File: config.mk
export PLATFORM = sky130hd
export DESIGN_NAME = mod_wb_sequencer
export DESIGN_NICKNAME = d
export VERILOG_FILES = /design/src/rtl/mod_wb_sequencer_pkg.sv /design/src/rtl/mod_wb_sequencer.sv
export SDC_FILE = /design/constraint.sdc
export NUM_CORES = 1
export LEC_CHECK = 0
export CAP_MARGIN = 20
export CORE_MARGIN = 2
export CORE_UTILIZATION = 40
export DETAILED_ROUTE_END_ITERATION = 8
export GPL_TIMING_DRIVEN = 1
export PLACE_DENSITY = 0.8
export SYNTH_ARGS = -nofsm -noshare
export SYNTH_HDL_FRONTEND = slang
export SYNTH_SLANG_ARGS = --single-unit
export TNS_END_PERCENT = 100
File: constraint.sdc
create_clock -name clk -period 3.32 [get_ports clk]
set_input_delay 0.332 -clock clk [delete_from_list [all_inputs] [get_ports clk]]
set_output_delay 0.332 -clock clk [all_outputs]
set_load 0.01 [all_outputs]
File: src/rtl/mod_wb_sequencer_pkg.sv
// Shared pipeline definitions: opcode constants, architectural register indices, write-back state enum.
// Latency: n/a (types, constants and pure decode functions only).
// Backpressure: n/a.
package mod_wb_sequencer_pkg;

  // Opcodes the write-back stage treats specially; anything else is a plain rm-destination write.
  localparam logic [7:0] OP_MUL_F7    = 8'hF7;  // 128-bit product: low -> RAX, high -> RDX
  localparam logic [7:0] OP_PUSH_FF   = 8'hFF;  // push: RSP -= 8, store handled by memory stage
  localparam logic [7:0] OP_STORE_89  = 8'h89;  // register-to-memory move, no register write
  localparam logic [7:0] OP_LOAD_8B   = 8'h8B;  // move into the reg-field register

  // Architectural register indices.
  localparam logic [3:0] REG_RAX = 4'd0;
  localparam logic [3:0] REG_RDX = 4'd2;
  localparam logic [3:0] REG_RSP = 4'd4;

  // Stack step applied by a push.
  localparam logic [63:0] PUSH_STEP = 64'd8;

  typedef enum logic [2:0] {
    ST_IDLE,
    ST_WR0,
    ST_WR1,
    ST_STORE_WAIT,
    ST_HALT
  } wb_state_e;

  // Opcode class resolved once at accept so the write states never re-decode.
  typedef enum logic [2:0] {
    K_MUL,
    K_PUSH,
    K_STORE,
    K_LOAD,
    K_OTHER
  } op_kind_e;

  // Everything the sequencer needs to remember about an accepted entry.
  typedef struct packed {
    op_kind_e    kind;
    logic [3:0]  reg_byte;
    logic [3:0]  rm_byte;
    logic [63:0] alu_result;
    logic [63:0] alu_ext_result;
    logic        sim_end;
  } wb_entry_t;

  function automatic op_kind_e decode_op(input logic [7:0] op);
    op_kind_e k;
    case (op)
      OP_MUL_F7:   k = K_MUL;
      OP_PUSH_FF:  k = K_PUSH;
      OP_STORE_89: k = K_STORE;
      OP_LOAD_8B:  k = K_LOAD;
      default:     k = K_OTHER;
    endcase
    return k;
  endfunction

  // One bit per register the entry will write; stores write nothing.
  function automatic logic [15:0] dest_mask(input op_kind_e k,
                                            input logic [3:0] reg_byte,
                                            input logic [3:0] rm_byte);
    logic [15:0] m;
    m = '0;
    case (k)
      K_MUL: begin
        m[REG_RAX] = 1'b1;
        m[REG_RDX] = 1'b1;
      end
      K_PUSH:  m[REG_RSP]  = 1'b1;
      K_LOAD:  m[reg_byte] = 1'b1;
      K_OTHER: m[rm_byte]  = 1'b1;
      default: m = '0;
    endcase
    return m;
  endfunction

endpackage

File: src/rtl/mod_wb_sequencer.sv
// Write-back sequencer: turns one EX/WB entry into up to two register-file writes or a store-completion wait.
// Latency: first write issues the cycle after accept; 0xF7 issues its second write one cycle later.
// Backpressure: in_ready only in IDLE, so one entry is held at a time; a store waits on mem_store_done up to STORE_TIMEOUT cycles.
module mod_wb_sequencer
  import mod_wb_sequencer_pkg::*;
#(
  parameter int unsigned STORE_TIMEOUT = 255
) (
  input  logic        clk,
  input  logic        reset,
  input  logic        in_valid,
  output logic        in_ready,
  input  logic [7:0]  in_opcode,
  input  logic [3:0]  in_regByte,
  input  logic [3:0]  in_rmByte,
  input  logic [63:0] in_alu_result,
  input  logic [63:0] in_alu_ext_result,
  input  logic        in_sim_end,
  input  logic [63:0] rsp_value,
  input  logic        mem_store_done,
  output logic        rf_we,
  output logic [3:0]  rf_waddr,
  output logic [63:0] rf_wdata,
  output logic [15:0] busy_mask,
  output logic        store_done,
  output logic        sim_done,
  output logic        store_err
);

  // Counter only has to reach STORE_TIMEOUT-1: the last waiting cycle decides the timeout.
  localparam int unsigned CNT_W     = (STORE_TIMEOUT < 2) ? 1 : $clog2(STORE_TIMEOUT);
  localparam int unsigned TO_LAST_I = (STORE_TIMEOUT == 0) ? 0 : STORE_TIMEOUT - 1;
  localparam logic [CNT_W-1:0] TO_LAST = CNT_W'(TO_LAST_I);

  wb_state_e        state_q, state_d;
  wb_entry_t        entry_q;
  logic [15:0]      busy_q;
  logic [CNT_W-1:0] cnt_q;
  logic             sim_done_q;
  logic             store_err_q;

  op_kind_e         in_kind;
  logic             accept;
  logic             timeout;
  wb_state_e        finish_state;

  logic             wr_en;
  logic [3:0]       wr_addr;
  logic [63:0]      wr_data;
  logic [15:0]      wr_clr;
  logic             store_pulse;
  logic             to_err;

  assign in_kind      = decode_op(in_opcode);
  assign in_ready     = (state_q == ST_IDLE) && !reset;
  assign accept       = in_valid && in_ready;
  assign timeout      = (cnt_q == TO_LAST);
  assign finish_state = entry_q.sim_end ? ST_HALT : ST_IDLE;

  // Next-state decode and per-state write/pulse generation.
  always_comb begin
    state_d     = state_q;
    wr_en       = 1'b0;
    wr_addr     = '0;
    wr_data     = '0;
    wr_clr      = '0;
    store_pulse = 1'b0;
    to_err      = 1'b0;
    case (state_q)
      ST_IDLE: begin
        if (in_valid) begin
          state_d = (in_kind == K_STORE) ? ST_STORE_WAIT : ST_WR0;
        end
      end
      ST_WR0: begin
        wr_en = 1'b1;
        case (entry_q.kind)
          K_MUL: begin
            wr_addr = REG_RAX;
            wr_data = entry_q.alu_result;
            state_d = ST_WR1;
          end
          K_PUSH: begin
            // RSP is read live here so a write-back that landed after accept is honoured.
            wr_addr     = REG_RSP;
            wr_data     = rsp_value - PUSH_STEP;
            store_pulse = 1'b1;
            state_d     = finish_state;
          end
          K_LOAD: begin
            wr_addr = entry_q.reg_byte;
            wr_data = entry_q.alu_result;
            state_d = finish_state;
          end
          default: begin
            wr_addr = entry_q.rm_byte;
            wr_data = entry_q.alu_result;
            state_d = finish_state;
          end
        endcase
        wr_clr[wr_addr] = 1'b1;
      end
      ST_WR1: begin
        wr_en           = 1'b1;
        wr_addr         = REG_RDX;
        wr_data         = entry_q.alu_ext_result;
        wr_clr[REG_RDX] = 1'b1;
        state_d         = finish_state;
      end
      ST_STORE_WAIT: begin
        // A completion in the final waiting cycle still counts as success.
        if (mem_store_done) begin
          store_pulse = 1'b1;
          state_d     = finish_state;
        end else if (timeout) begin
          to_err  = 1'b1;
          state_d = finish_state;
        end
      end
      ST_HALT: begin
        state_d = ST_HALT;
      end
      default: begin
        state_d = ST_IDLE;
      end
    endcase
  end

  // Reset overrides everything in its cycle, so nothing leaks onto the write port while it is high.
  assign rf_we      = wr_en && !reset;
  assign rf_waddr   = rf_we ? wr_addr : 4'd0;
  assign rf_wdata   = rf_we ? wr_data : 64'd0;
  assign store_done = store_pulse && !reset;
  assign busy_mask  = busy_q;
  assign sim_done   = sim_done_q;
  assign store_err  = store_err_q;

  // State, held entry, scoreboard mask, store-wait counter and sticky flags.
  always_ff @(posedge clk) begin
    if (reset) begin
      state_q     <= ST_IDLE;
      entry_q     <= '0;
      busy_q      <= '0;
      cnt_q       <= '0;
      sim_done_q  <= 1'b0;
      store_err_q <= 1'b0;
    end else begin
      state_q <= state_d;
      if (accept) begin
        entry_q <= '{kind:           in_kind,
                     reg_byte:       in_regByte,
                     rm_byte:        in_rmByte,
                     alu_result:     in_alu_result,
                     alu_ext_result: in_alu_ext_result,
                     sim_end:        in_sim_end};
        busy_q  <= dest_mask(in_kind, in_regByte, in_rmByte);
      end else if (wr_en) begin
        busy_q <= busy_q & ~wr_clr;
      end
      if ((state_q == ST_STORE_WAIT) && (state_d == ST_STORE_WAIT)) begin
        cnt_q <= cnt_q + CNT_W'(1);
      end else begin
        cnt_q <= '0;
      end
      if (to_err) begin
        store_err_q <= 1'b1;
      end
      if (state_d == ST_HALT) begin
        sim_done_q <= 1'b1;
      end
    end
  end

endmodule

; Word level (Yosys, flattened, before mapping)
; Index checks and enable logic that the tools add are counted.
[totals]
reg_bits = 169
out_inout_bits = 89
wordCells = 93
[classes]
addsub = 2
magnitude_cmp = 6
n_eq_ne = 17
n_mux = 39
bitwise = 3
n_reduce_logical = 15
[ops]
columns = op, n
row1 = 64-bit two-way mux, 2
row2 = 64-bit one-hot mux with 2 select lines, 1
row3 = 64-bit by 4-bit subtractor with 64-bit output (second input constant), 1
row4 = 8-bit == test (second input constant), 5
row5 = 16-bit two-way mux, 2
row6 = 11-bit one-hot mux with 2 select lines, 1
row7 = 3-bit by 2-bit == test with 1-bit output (second input constant), 6
row8 = 16-bit AND, 1
row9 = 16-bit inverter, 1
row10 = 4-bit by 5-bit < comparator with 1-bit output (second input constant), 3
row11 = 3-bit two-way mux, 5
row12 = 3-bit one-hot mux with 5 select lines, 1
row13 = 13-bit two-way mux, 1
row14 = 1-bit demux with 4-bit select, 3
row15 = 4-bit by 1-bit greater-or-equal comparator with 1-bit output (second input constant), 3
row16 = 3-bit one-hot mux with 4 select lines, 1
row17 = 4-bit one-hot mux with 3 select lines, 1
row18 = 3-bit by 1-bit == test with 1-bit output (second input constant), 3
row19 = 3-bit == test (second input constant), 3
row20 = 3-bit zero test, 3
row21 = 1-bit two-way mux, 9
row22 = 1-bit one-hot mux with 3 select lines, 3
row23 = 8-bit by 1-bit adder with 8-bit output (second input constant), 1
row24 = 1-bit logical AND, 8
row25 = 8 further kinds, 14

; Logic depth before layout (Yosys ltp)
; Gate-level depths: netlist (run 1).
[depth]
depth_word = 12
depth_mapped = 9

; Worst setup path after synthesis (run 1)
; OpenSTA, ideal clock, no wires.
[synth_timing]
path_type = in2out
startpoint = input port rsp_value[16]
endpoint = output port rf_wdata[38]
arrival_ns = 2.450
path_slack_ns = 0.538
path_stages = 6
path_buffers = 0
path_cell_list = or3_2 or4_4 or3_4 nor4_4 xnor2_1 a221oi_1
[synth_via]
elab_chain_len = 4
[synth_lines]
columns = element, line
row1 = from (decl), mod_wb_sequencer.sv:19  ; input logic [63:0] rsp_value,
row2 = 64-bit by 4-bit subtractor with 64-bit output, mod_wb_sequencer.sv:86  ; wr_data = rsp_value - PUSH_STEP;
row3 = 64-bit two-way mux, mod_wb_sequencer.sv:77  ; case (entry_q.kind)
row4 = 64-bit one-hot mux with 2 select lines, mod_wb_sequencer.sv:69  ; case (state_q)
row5 = 64-bit two-way mux, mod_wb_sequencer.sv:132  ; assign rf_wdata = rf_we ? wr_data : 64'd0;
row6 = to (decl), mod_wb_sequencer.sv:23  ; output logic [63:0] rf_wdata,
; Every way passes these cells.

; Worst setup path after layout (run 1)
[layout_timing]
startpoint = input port rsp_value[18]
endpoint = output port rf_wdata[38]
; The elaborated chain is that of the path after synthesis.

==> results of run 1 <==
area by class of cell:
class | instances | share of cell area (%)
Clock inverter | 12 | 0.995
Timing Repair Buffer | 395 | 28.2
Sequential cell | 169 | 25.4
Tap cell | 280 | 2.63
Antenna cell | 2 | 0.0375
Multi-Input combinational cell | 962 | 39.2
Inverter | 8 | 0.225
Clock buffer | 19 | 3.32
final timing paths:
| kind | from | end | slack (ns) | cells past startpoint |
|---|---|---|---|---|
| setup / recovery | rsp_value[18] | rf_wdata[38] | 0.1 | 9 |
| hold / removal | reset | entry_q[126] | 0.31 | 2 |
| hold reg to reg | entry_q[110] | entry_q[110] | 0.45 | 2 |
| setup reg to reg | entry_q[137] | busy_mask[15] | 0.95 | 6 |
timing repair:
item | in CTS | in global routing
setup endpoints to repair | 38 | 30
buffers inserted | 7 | 1
pin swaps | 8 | 6
endpoints found under the hold margin | 0 | 0
gates resized for setup | 78 | 29
gates cloned | 0 | 0
cells in the mapped netlist, types with 5 or more instances:
cell and number:
or4_1 8, a21oi_1 169, and3_1 6, o211ai_1 13
clkbuf_1 78, nor2b_1 5, o21ai_0 65, inv_1 8
xnor2_1 45, o21ai_1 7, a221oi_1 5, or2_2 6
a22oi_1 40, dfxtp_1 169, nand2b_1 12, nand3_1 18
xor2_1 16, or3_1 13, nand4_1 5, a32o_1 5
nor3_1 39, nor2_1 73, and2_1 5, nand2_1 333
nor4_1 20
layout by cell type (no fill, tap or decap), drive strengths merged, types with 4 or more instances in the layout:
master,synthesis,layout
dfxtp,169,169
nor2,73,73
buf,3,100
nand2b,12,12
o211ai,13,13
and2,5,5
a221oi,6,6
a32o,5,5
nor4,23,23
or2,6,6
xor2,16,16
or4,10,10
nand3,19,19
dlymetal6s2s,0,18
clkdlybuf4s50,1,248
o21ai,73,73
dlygate4sd2,0,25
a21oi,169,169
inv,8,16
a22oi,40,40
or3,17,17
a211oi,4,4
nand2,333,333
clkbuf,79,19
clkdlybuf4s15,0,4
a31oi,4,4
and3,6,6
nor3,39,39
o311ai,4,4
nor2b,5,5
xnor2,45,45
nand4,5,5
power breakdown:
| part | leakage [nW] | switching (W) | internal (W) |
|---|---|---|---|
| Combinational | 3.38 | 0.000481 | 0.000456 |
| Clock | 0.281 | 0.000902 | 0.00108 |
| Sequential | 1.38 | 0.0000686 | 0.00215 |
| Total | 5.05 | 0.00145 | 0.00369 |
sequential cells by signal, indices dropped and copies added, names as in the netlist:
name       count
busy_mask     16
state_q        3
store_err      1
sim_done       1
cnt_q          8
entry_q      140
per-stage QoR:
step / instance area (um^2) / TNS (ns) / setup WS [ns] / util [%]
after detailed placement: 12500 / -8.78 / -0.548 / 57.7
after floorplan: 8810 / 0 / 0.538 / -
after global routing: 13300 / -0.0295 / -0.0286 / 61.3
final: 13300 / 0 / 0.0951 / 61.3
after global placement: 12500 / -8.01 / -0.507 / 57.7
after CTS: 13200 / -0.0351 / -0.0215 / 60.9
worst reg2reg max path, stage by stage (launching register included):
cell	delay [ns]
dfxtp_1	0.40
nor2b_1	0.49
nand3_1	0.19
a21oi_1	0.35
nand2_1	0.22
or3_1	0.35
a32o_1	0.26
metal layers:
layer,vias to the layer above,GRT usage (%)
met5,-,0
met2,412,46.2
li1,4909,-
met4,0,12.4
met1,4700,33.6
met3,83,4.69
kinds of logic (layout without fill, tap and decap cells):
family | count (synthesis) | after routing
compound gates | 335 | 335
buf+inv | 92 | 434
flops | 169 | 169
other cells | 0 | 2
simple gates | 563 | 563
xor+xnor | 61 | 61
fa+ha+maj | 3 | 3
==> impl_metrics.yaml, run 1 <==
yosys:
  synth_compound_area_share_pct: 22.2
  synth.area.top_cells: "dfxtp_1 (38%), nand2_1 (14%), a21oi_1 (9.6%)"
  ys_warn_count: 0
  synth_top_cell_area_share_pct: 38.4
  avgSynthCellArea_um2: 7.21
  synth_edf_count: 0
  synth-seq-cells: 169
  yosysTopAreaCell: "dfxtp_1"
  synth_simple_gate_area_share_pct: 28.7
  synth.mux.area_fraction_pct: 0
  syn-num-nets: 1439
  synth_fa_ha_area_share_pct: 0.426
  ys_seq_area_share_pct: 38.4
  synth.distinct_cells: 60
  yosys_most_used_dff: "dfxtp_1"
  syn_inst: 1223
  synth_xor_area_share_pct: 6.06
  synthArstFlopShare_pct: 0
  syn_area_um2: 8810
  synth_top_family_by_area: "simple AND/OR/NAND/NOR gates"
drt:
  dr.pass1.iters: 5
  wl_met2_mm: 15.8
  wl_met3_mm: 2.16
  met1Wirelength_mm: 13.4
  detail_route.wl_per_cell_um: 17.7
  drc: 0
  routed.top_layer: "met4"
  drt-initial-drc-count: 689
  wl_mm: 32.6
  ant_nets: 0
  via_count: 10100
  vias_per_cell: 5.47
cts:
  cts_tree: "yes"
  clkTransAtPathRegs_ns: 0.07
  cts-root-buf: "clkbuf_16"
  htree_levels: 4
  holdBufCountCts: 0
  cts_inserted_buffers: 17
  clock_latency_ns: 0.43
  cts.sinks: 169
  cts.path.max_buffers: 2
worst_setup_path:
  arrival_ns: 2.89
  crit_family: "simple AND/OR/NAND/NOR gates"
  critical_path.slowest_cell: "or4_4"
  cp-end-kind: "primary output"
  critPathLaunchType: "input port"
  cp_cell_sequence: "clkdlybuf4s50_1, or2_2, or4_4, or3_4, buf_6, nor4_4, xnor2_1, a221oi_2, buf_2"
  critPathKind: "input port to primary output"
  cpPeakStageDelay_ns: 0.49
  critical_path_buf_inv_count: 3
  worstPathRequired_ns: 2.99
  cp_max_fo: 5
floorplan:
  io_pins: 302
  dieArea_um2: 23200
  die_w_um: 152
  rows: 54
  start_util_pct: 40.5
  dieHeight_um: 152
  coreArea_um2: 21800
power_and_ir_drop:
  ir_drop_mv: 0.252
  finalPower_w: 0.00514
  p_per_area_nw_per_um2: 385
  leakagePower_nw: 5.05
timing:
  setup_viol: 0
  clock_skew_ns: 0.0107
  finalHoldViolCount: 0
  worstMarginPinSlew_ns: 0.840
  fin_crit_sh_pct: 97.1
  whs_ns: 0.308
  min_period_ns: 3.22
  rsz0062_at_grt: "yes"
  maxSlewViolCount: 0
  maxSlewHeadroom_pct: 43.8
  clock.fmax_ghz: 0.310
placement:
  dpl.cell_count: 1806
  gp_congestion: 0.909
  port-buffer-count: 301
  hpwl_mm: 23.7
global_route:
  grt_first_pass_wirelength_mm: 51.2
  antenna_found_initial: 2
  grt_max_degree: 76
  grt-ovfl-total: 0
  track_usage_pct: 27.1
  grt_pass1_vias: 9879
cells_and_area:
  area_growth_pct: 51.3
  drive_gt1_share_pct: 11.6
  final_nets: 1769
  fin_cells: 1847
  fill_cells: 1993
  seq_area_um2: 3380
  multi_input_area_um2: 5230
run_status:
  status: "complete, no violations"
run:
  drv_cap: 0
min_path:
  hold_path_class: "input port to flop"
Power figures use the tool's default switching activity.
==> run 2, diff against run 1 <==
- ABC_AREA: unset -> 1
- CAP_MARGIN: 20 -> unset
- PLACE_DENSITY: 0.8 -> 0.78
==> impl_metrics.yaml, run 2 <==
drt:
  vias_per_cell: 5.17
  drt-initial-drc-count: 886
  via_count: 11100
  drc: 0
  dr.pass1.iters: 5
  detail_route.wl_per_cell_um: 17.8
  ant_nets: 0
  wl_mm: 38.3
power_and_ir_drop:
  internal_power_w: 0.00378
  seqPwrFrac_pct: 42.4
  p_switching_w: 0.00146
  leakagePower_nw: 5.08
  p_per_area_nw_per_um2: 380
  ir_drop_mv: 0.293
  p_clk_share_pct: 40.6
  comb_power_share_pct: 17.0
  p_sw_share_pct: 27.8
placement:
  place_ws_ns: 0.0748
  port-buffer-count: 301
  dpl.cell_count: 2121
  hpwl_mm: 29.4
  gp_congestion: 0.999
yosys:
  synth_edf_count: 0
  ys_warn_count: 0
  syn_inst: 1532
  synth-seq-cells: 169
  synth.most_common_cell: "nand2_1"
  synthArstFlopShare_pct: 0
  avgSynthCellArea_um2: 6.41
  syn-num-nets: 1748
  synth_commonest_cells: "nand2_1 (426), nor2_1 (179), dfxtp_1 (169), inv_1 (166), a21oi_1 (137)"
  ys_seq_area_share_pct: 34.4
  syn_area_um2: 9820
  synth_top_cell_area_share_pct: 34.4
  synth.distinct_cells: 37
  yosys_most_used_dff: "dfxtp_1"
  yosysTopAreaCell: "dfxtp_1"
  synth.area.top_cells: "dfxtp_1 (34%), nand2_1 (16%), a21oi_1 (7.0%)"
worst_setup_path:
  worstPathRequired_ns: 2.99
  crit_path_frequent_cell: "nand2_1"
  critical_path.slowest_cell: "clkdlybuf4s50_1"
  cp_max_fo: 5
  cp-end-kind: "primary output"
  arrival_ns: 2.85
  critPathLaunchType: "input port"
  critical_path_buf_inv_count: 4
  cpPeakStageDelay_ns: 0.58
  cp_cell_sequence: "clkdlybuf4s50_1, inv_1, ha_1, nand2_2, inv_1, nand2_1, nor2_4, nand2_1, nand3_1, nand2_1, a21oi_1, clkdlybuf4s50_1"
  crit_family: "buffers and inverters"
  critPathKind: "input port to primary output"
floorplan:
  io_pins: 302
  start_util_pct: 40.5
  coreArea_um2: 24200
  rows: 57
  dieHeight_um: 161
  die_w_um: 161
  dieArea_um2: 25800
global_route:
  grt_first_pass_wirelength_mm: 59.4
  track_usage_pct: 29.2
  grt-ovfl-total: 0
  grt_max_degree: 78
  antenna_found_initial: 4
  grt_pass1_vias: 10900
cells_and_area:
  fin_cells: 2154
  layout_commonest_cell: "nand2_1"
  fill_cells: 2375
  layout_common_cells: "nand2_1 (425), clkdlybuf4s50_1 (300), nor2_1 (170)"
  regMostFlops: "entry_q"
  area_growth_pct: 40.5
  largest_register_ffs: 140
  final_nets: 2032
  drive_gt1_share_pct: 6.56
timing:
  clock.fmax_ghz: 0.314
  min_period_ns: 3.18
  clock_skew_ns: 0.0137
  worstMarginPinSlew_ns: 0.823
  setup_ws_ns: 0.138
  fin_crit_sh_pct: 95.8
  setup_viol: 0
  rsz0062_at_grt: "yes"
  maxSlewViolCount: 0
  finalHoldViolCount: 0
  maxSlewHeadroom_pct: 45.1
cts:
  cts.path.max_buffers: 2
  clock_latency_ns: 0.44
  cts-root-buf: "clkbuf_16"
  cts_tree: "yes"
  htree_levels: 4
  post_cts_buffers: 0
  cts.sinks: 169
  clkTransAtPathRegs_ns: 0.06
  cts_inserted_buffers: 17
run:
  drv_cap: 0
run_status:
  status: "complete, no violations"
min_path:
  hold_path_class: "input port to flop"
## run 2: cell count changes in the layout (fill, tap and decap cells not counted), sizes merged, moves of 52 or more
cell	change
nand2	+101
clkdlybuf4s50	+52
a22o	+65
inv	+168
buf	-68
nand3	+78
nor2	+117
## run 2: worst reg2reg max path: stages, from the launching register on
cell	delay [ns]
dfxtp_1	0.37
nor2_1	0.16
nand2_2	0.09
nor2_2	0.16
nand2_1	0.31
inv_4	0.50
buf_4	0.27
nand2_1	0.08
a21oi_1	0.15
## run 2: repair_timing
action                                  4_1_cts  5_1_grt
resized for setup                             0       14
endpoints found under the setup margin        0       11
hold buffers                                  0        0
## run 2: worst paths after layout
kind | startpoint | endpoint | slack (ns) | depth (start not counted)
max | rsp_value[3] | rf_wdata[31] | 0.14 | 12
min | in_alu_result[55] | entry_q[120] | 0.46 | 3
max reg2reg | state_q[0] | busy_mask[2] | 1.16 | 8
min reg2reg | entry_q[122] | entry_q[122] | 0.47 | 2
## run 2: per-layer routing
layer	wire length (um)	track usage (%)
met3	2810	6.46
met1	16000	36.3
met4	816	7.79
met2	18600	51.2
met5	41	0
## run 2: final cells by class
class / count / area [um^2] / area share, %
clock inverters: 15 / 189 / 1.37
inverters: 178 / 671 / 4.86
diodes: 1 / 2.50 / 0.0181
well taps: 324 / 405 / 2.94
clock buffers: 17 / 425 / 3.08
multi-input cells: 1117 / 5430 / 39.3
repair buffers: 333 / 3300 / 23.9
flip-flops and latches: 169 / 3380 / 24.5
## run 2: cell families (layout without fill, tap and decap cells)
family	count (synthesis)	in the layout	synth area share [%]
xor+xnor	20	20	1.78
compound gates	346	346	20.6
other cells	0	1	0
flops	169	169	34.4
fa+ha+maj	3	3	0.382
simple gates	748	748	31.9
buf+inv	246	543	10.9
## run 2: power groups by stage
stage	clock, W	combinational [W]	sequential [W]
after floorplan	0	0.000437	0.00225
after global placement	0	0.000869	0.00226
after detailed placement	0	0.000877	0.00226
after CTS	0.00215	0.000884	0.00222
after global routing	0.00223	0.000971	0.00223
final	0.00213	0.000890	0.00222
## run 2: through the flow
step                area (um^2)  TNS (ns)  power (W)  utilization [%]  hold WS, ns
floorplan                  9820         0    0.00269                -        0.430
global placement          13100         0    0.00313             54.2        0.444
detailed placement        13100         0    0.00314             54.2        0.453
CTS                       13800         0    0.00525             56.7        0.447
global route              13800  -0.00733    0.00544             56.9        0.458
finish                    13800         0    0.00524             56.9        0.459
==> run 3, diff against run 2 <==
- CORE_ASPECT_RATIO: unset -> 0.7
- CORE_MARGIN: 2 -> unset
- TNS_END_PERCENT: 100 -> 1
==> impl_metrics.yaml, run 3 (synthesized netlist as in run 2, its figures left out) <==
global_route:
  use_met3_pct: 9.83
  met2_usage_pct: 44.9
  grt_max_degree: 75
  grt-busiest-layer: "met2"
  track_usage_pct: 30.8
  grt-ovfl-total: 0
  grt_first_pass_wirelength_mm: 59.5
  antenna_found_initial: 3
  grt_pass1_vias: 10500
  met1_usage_pct: 43.6
cells_and_area:
  area_growth_pct: 40.7
  layout_commonest_cell: "nand2_1"
  final_nets: 2033
  regMostFlops: "entry_q"
  largest_register_ffs: 140
  final_util_pct: 57.9
  layout_common_cells: "nand2_1 (423), clkdlybuf4s50_1 (301), dfxtp_1 (169)"
  drive_gt1_share_pct: 6.78
worst_setup_path:
  critPathKind: "input port to primary output"
  cp_cell_sequence: "clkdlybuf4s50_1, nor2_2, nand2_1, nor2_1, nand2_1, nor2_1, buf_4, nand2_1, nand3_1, nand2_1, a21oi_1, clkdlybuf4s50_1"
  cp-end-kind: "primary output"
  critPathLaunchType: "input port"
  worstPathRequired_ns: 2.99
  crit_path_frequent_cell: "nand2_1"
  critical_path.slowest_cell: "clkdlybuf4s50_1"
  cp_max_fo: 3
  arrival_ns: 2.88
  cpPeakStageDelay_ns: 0.56
timing:
  fin_crit_sh_pct: 96.7
  maxSlewHeadroom_pct: 63.0
  tns_ns: 0
  clock_skew_ns: 0.0135
  clock.fmax_ghz: 0.312
  finalHoldViolCount: 0
  min_period_ns: 3.21
  setup_viol: 0
  maxSlewViolCount: 0
  worstMarginPinSlew_ns: 0.555
  rsz0062_at_grt: "yes"
placement:
  hpwl_mm: 30.1
  gp_congestion: 0.977
  port-buffer-count: 301
drt:
  drt-initial-drc-count: 948
  wl_mm: 39.1
  dr.pass1.iters: 5
  ant_nets: 0
  drc: 0
  detail_route.wl_per_cell_um: 18.2
  vias_per_cell: 5.20
  via_count: 11200
floorplan:
  rows: 47
  io_pins: 302
  dieHeight_um: 133
  die_w_um: 189
  dieArea_um2: 25200
  start_util_pct: 41.1
  coreArea_um2: 23900
min_path:
  hold_path_class: "input port to flop"
run:
  drv_cap: 0
power_and_ir_drop:
  ir_drop_mv: 0.345
  leakagePower_nw: 5.05
  p_per_area_nw_per_um2: 379
cts:
  clkTransAtPathRegs_ns: 0.07
  clock_latency_ns: 0.45
  cts.sinks: 169
  holdBufCountCts: 0
  cts_tree: "yes"
  cts-root-buf: "clkbuf_16"
  htree_levels: 4
  cts.path.max_buffers: 2
  cts_inserted_buffers: 17
run_status:
  status: "complete, no violations"
run 3: area by class of cell:
cell class / instances / area, um^2
timing repair buffer: 334 / 3320
clock inverter: 12 / 163
inverter: 178 / 673
sequential: 169 / 3380
tap: 318 / 398
multi-input combinational: 1117 / 5420
clock buffer: 20 / 457
fill: 2327 / 10000
antenna: 2 / 5.00
run 3: worst paths after layout:
kind / cells after the start / slack (ns) / startpoint / end
setup reg to reg: 8 / 1.37 / state_q[1] / entry_q[88]
hold / removal: 3 / 0.44 / in_alu_result[59] / entry_q[124]
setup / recovery: 12 / 0.11 / rsp_value[19] / rf_wdata[25]
hold reg to reg: 2 / 0.46 / entry_q[101] / entry_q[101]
run 3: critical path: cells and delay by family:
kind	cells	cell delay [ns]
buf+inv	3	1.25
simple gates	8	1.13
compound gates	1	0.16
run 3: per-layer routing:
layer	up-vias	part of all wire [%]
met4	2	1.4
met3	38	11
met1	5096	46
li1	5545	-
met5	-	0.031
met2	496	41
run 3: metrics by stage:
stage | worst slack, ns | area (um^2) | hold slack [ns] | power (W) | std cells
finish | 0.111 | 13800 | 0.439 | 0.00525 | 2150
CTS | 0.0381 | 13800 | 0.418 | 0.00527 | 2148
global route | -0.0337 | 13800 | 0.449 | 0.00544 | 2150
detailed placement | 0.0580 | 13200 | 0.453 | 0.00314 | 2116
floorplan | 1.38 | 9820 | 0.430 | 0.00269 | 1532
global placement | 0.0424 | 13200 | 0.441 | 0.00313 | 2116
run 3: timing repair:
| action | 4_1_cts | 5_1_grt |
|---|---|---|
| buffers inserted | 0 | 0 |
| endpoints found under the setup margin | 0 | 63 |
| gates resized for setup | 0 | 15 |
run 3: report_power, final:
group / total (W) / internal [W] / switching [W] / leakage (nW)
Clock: 0.00213 / 0.00123 / 0.000897 / 0.298
Sequential: 0.00222 / 0.00216 / 0.0000571 / 1.38
Combinational: 0.000893 / 0.000414 / 0.000479 / 3.37
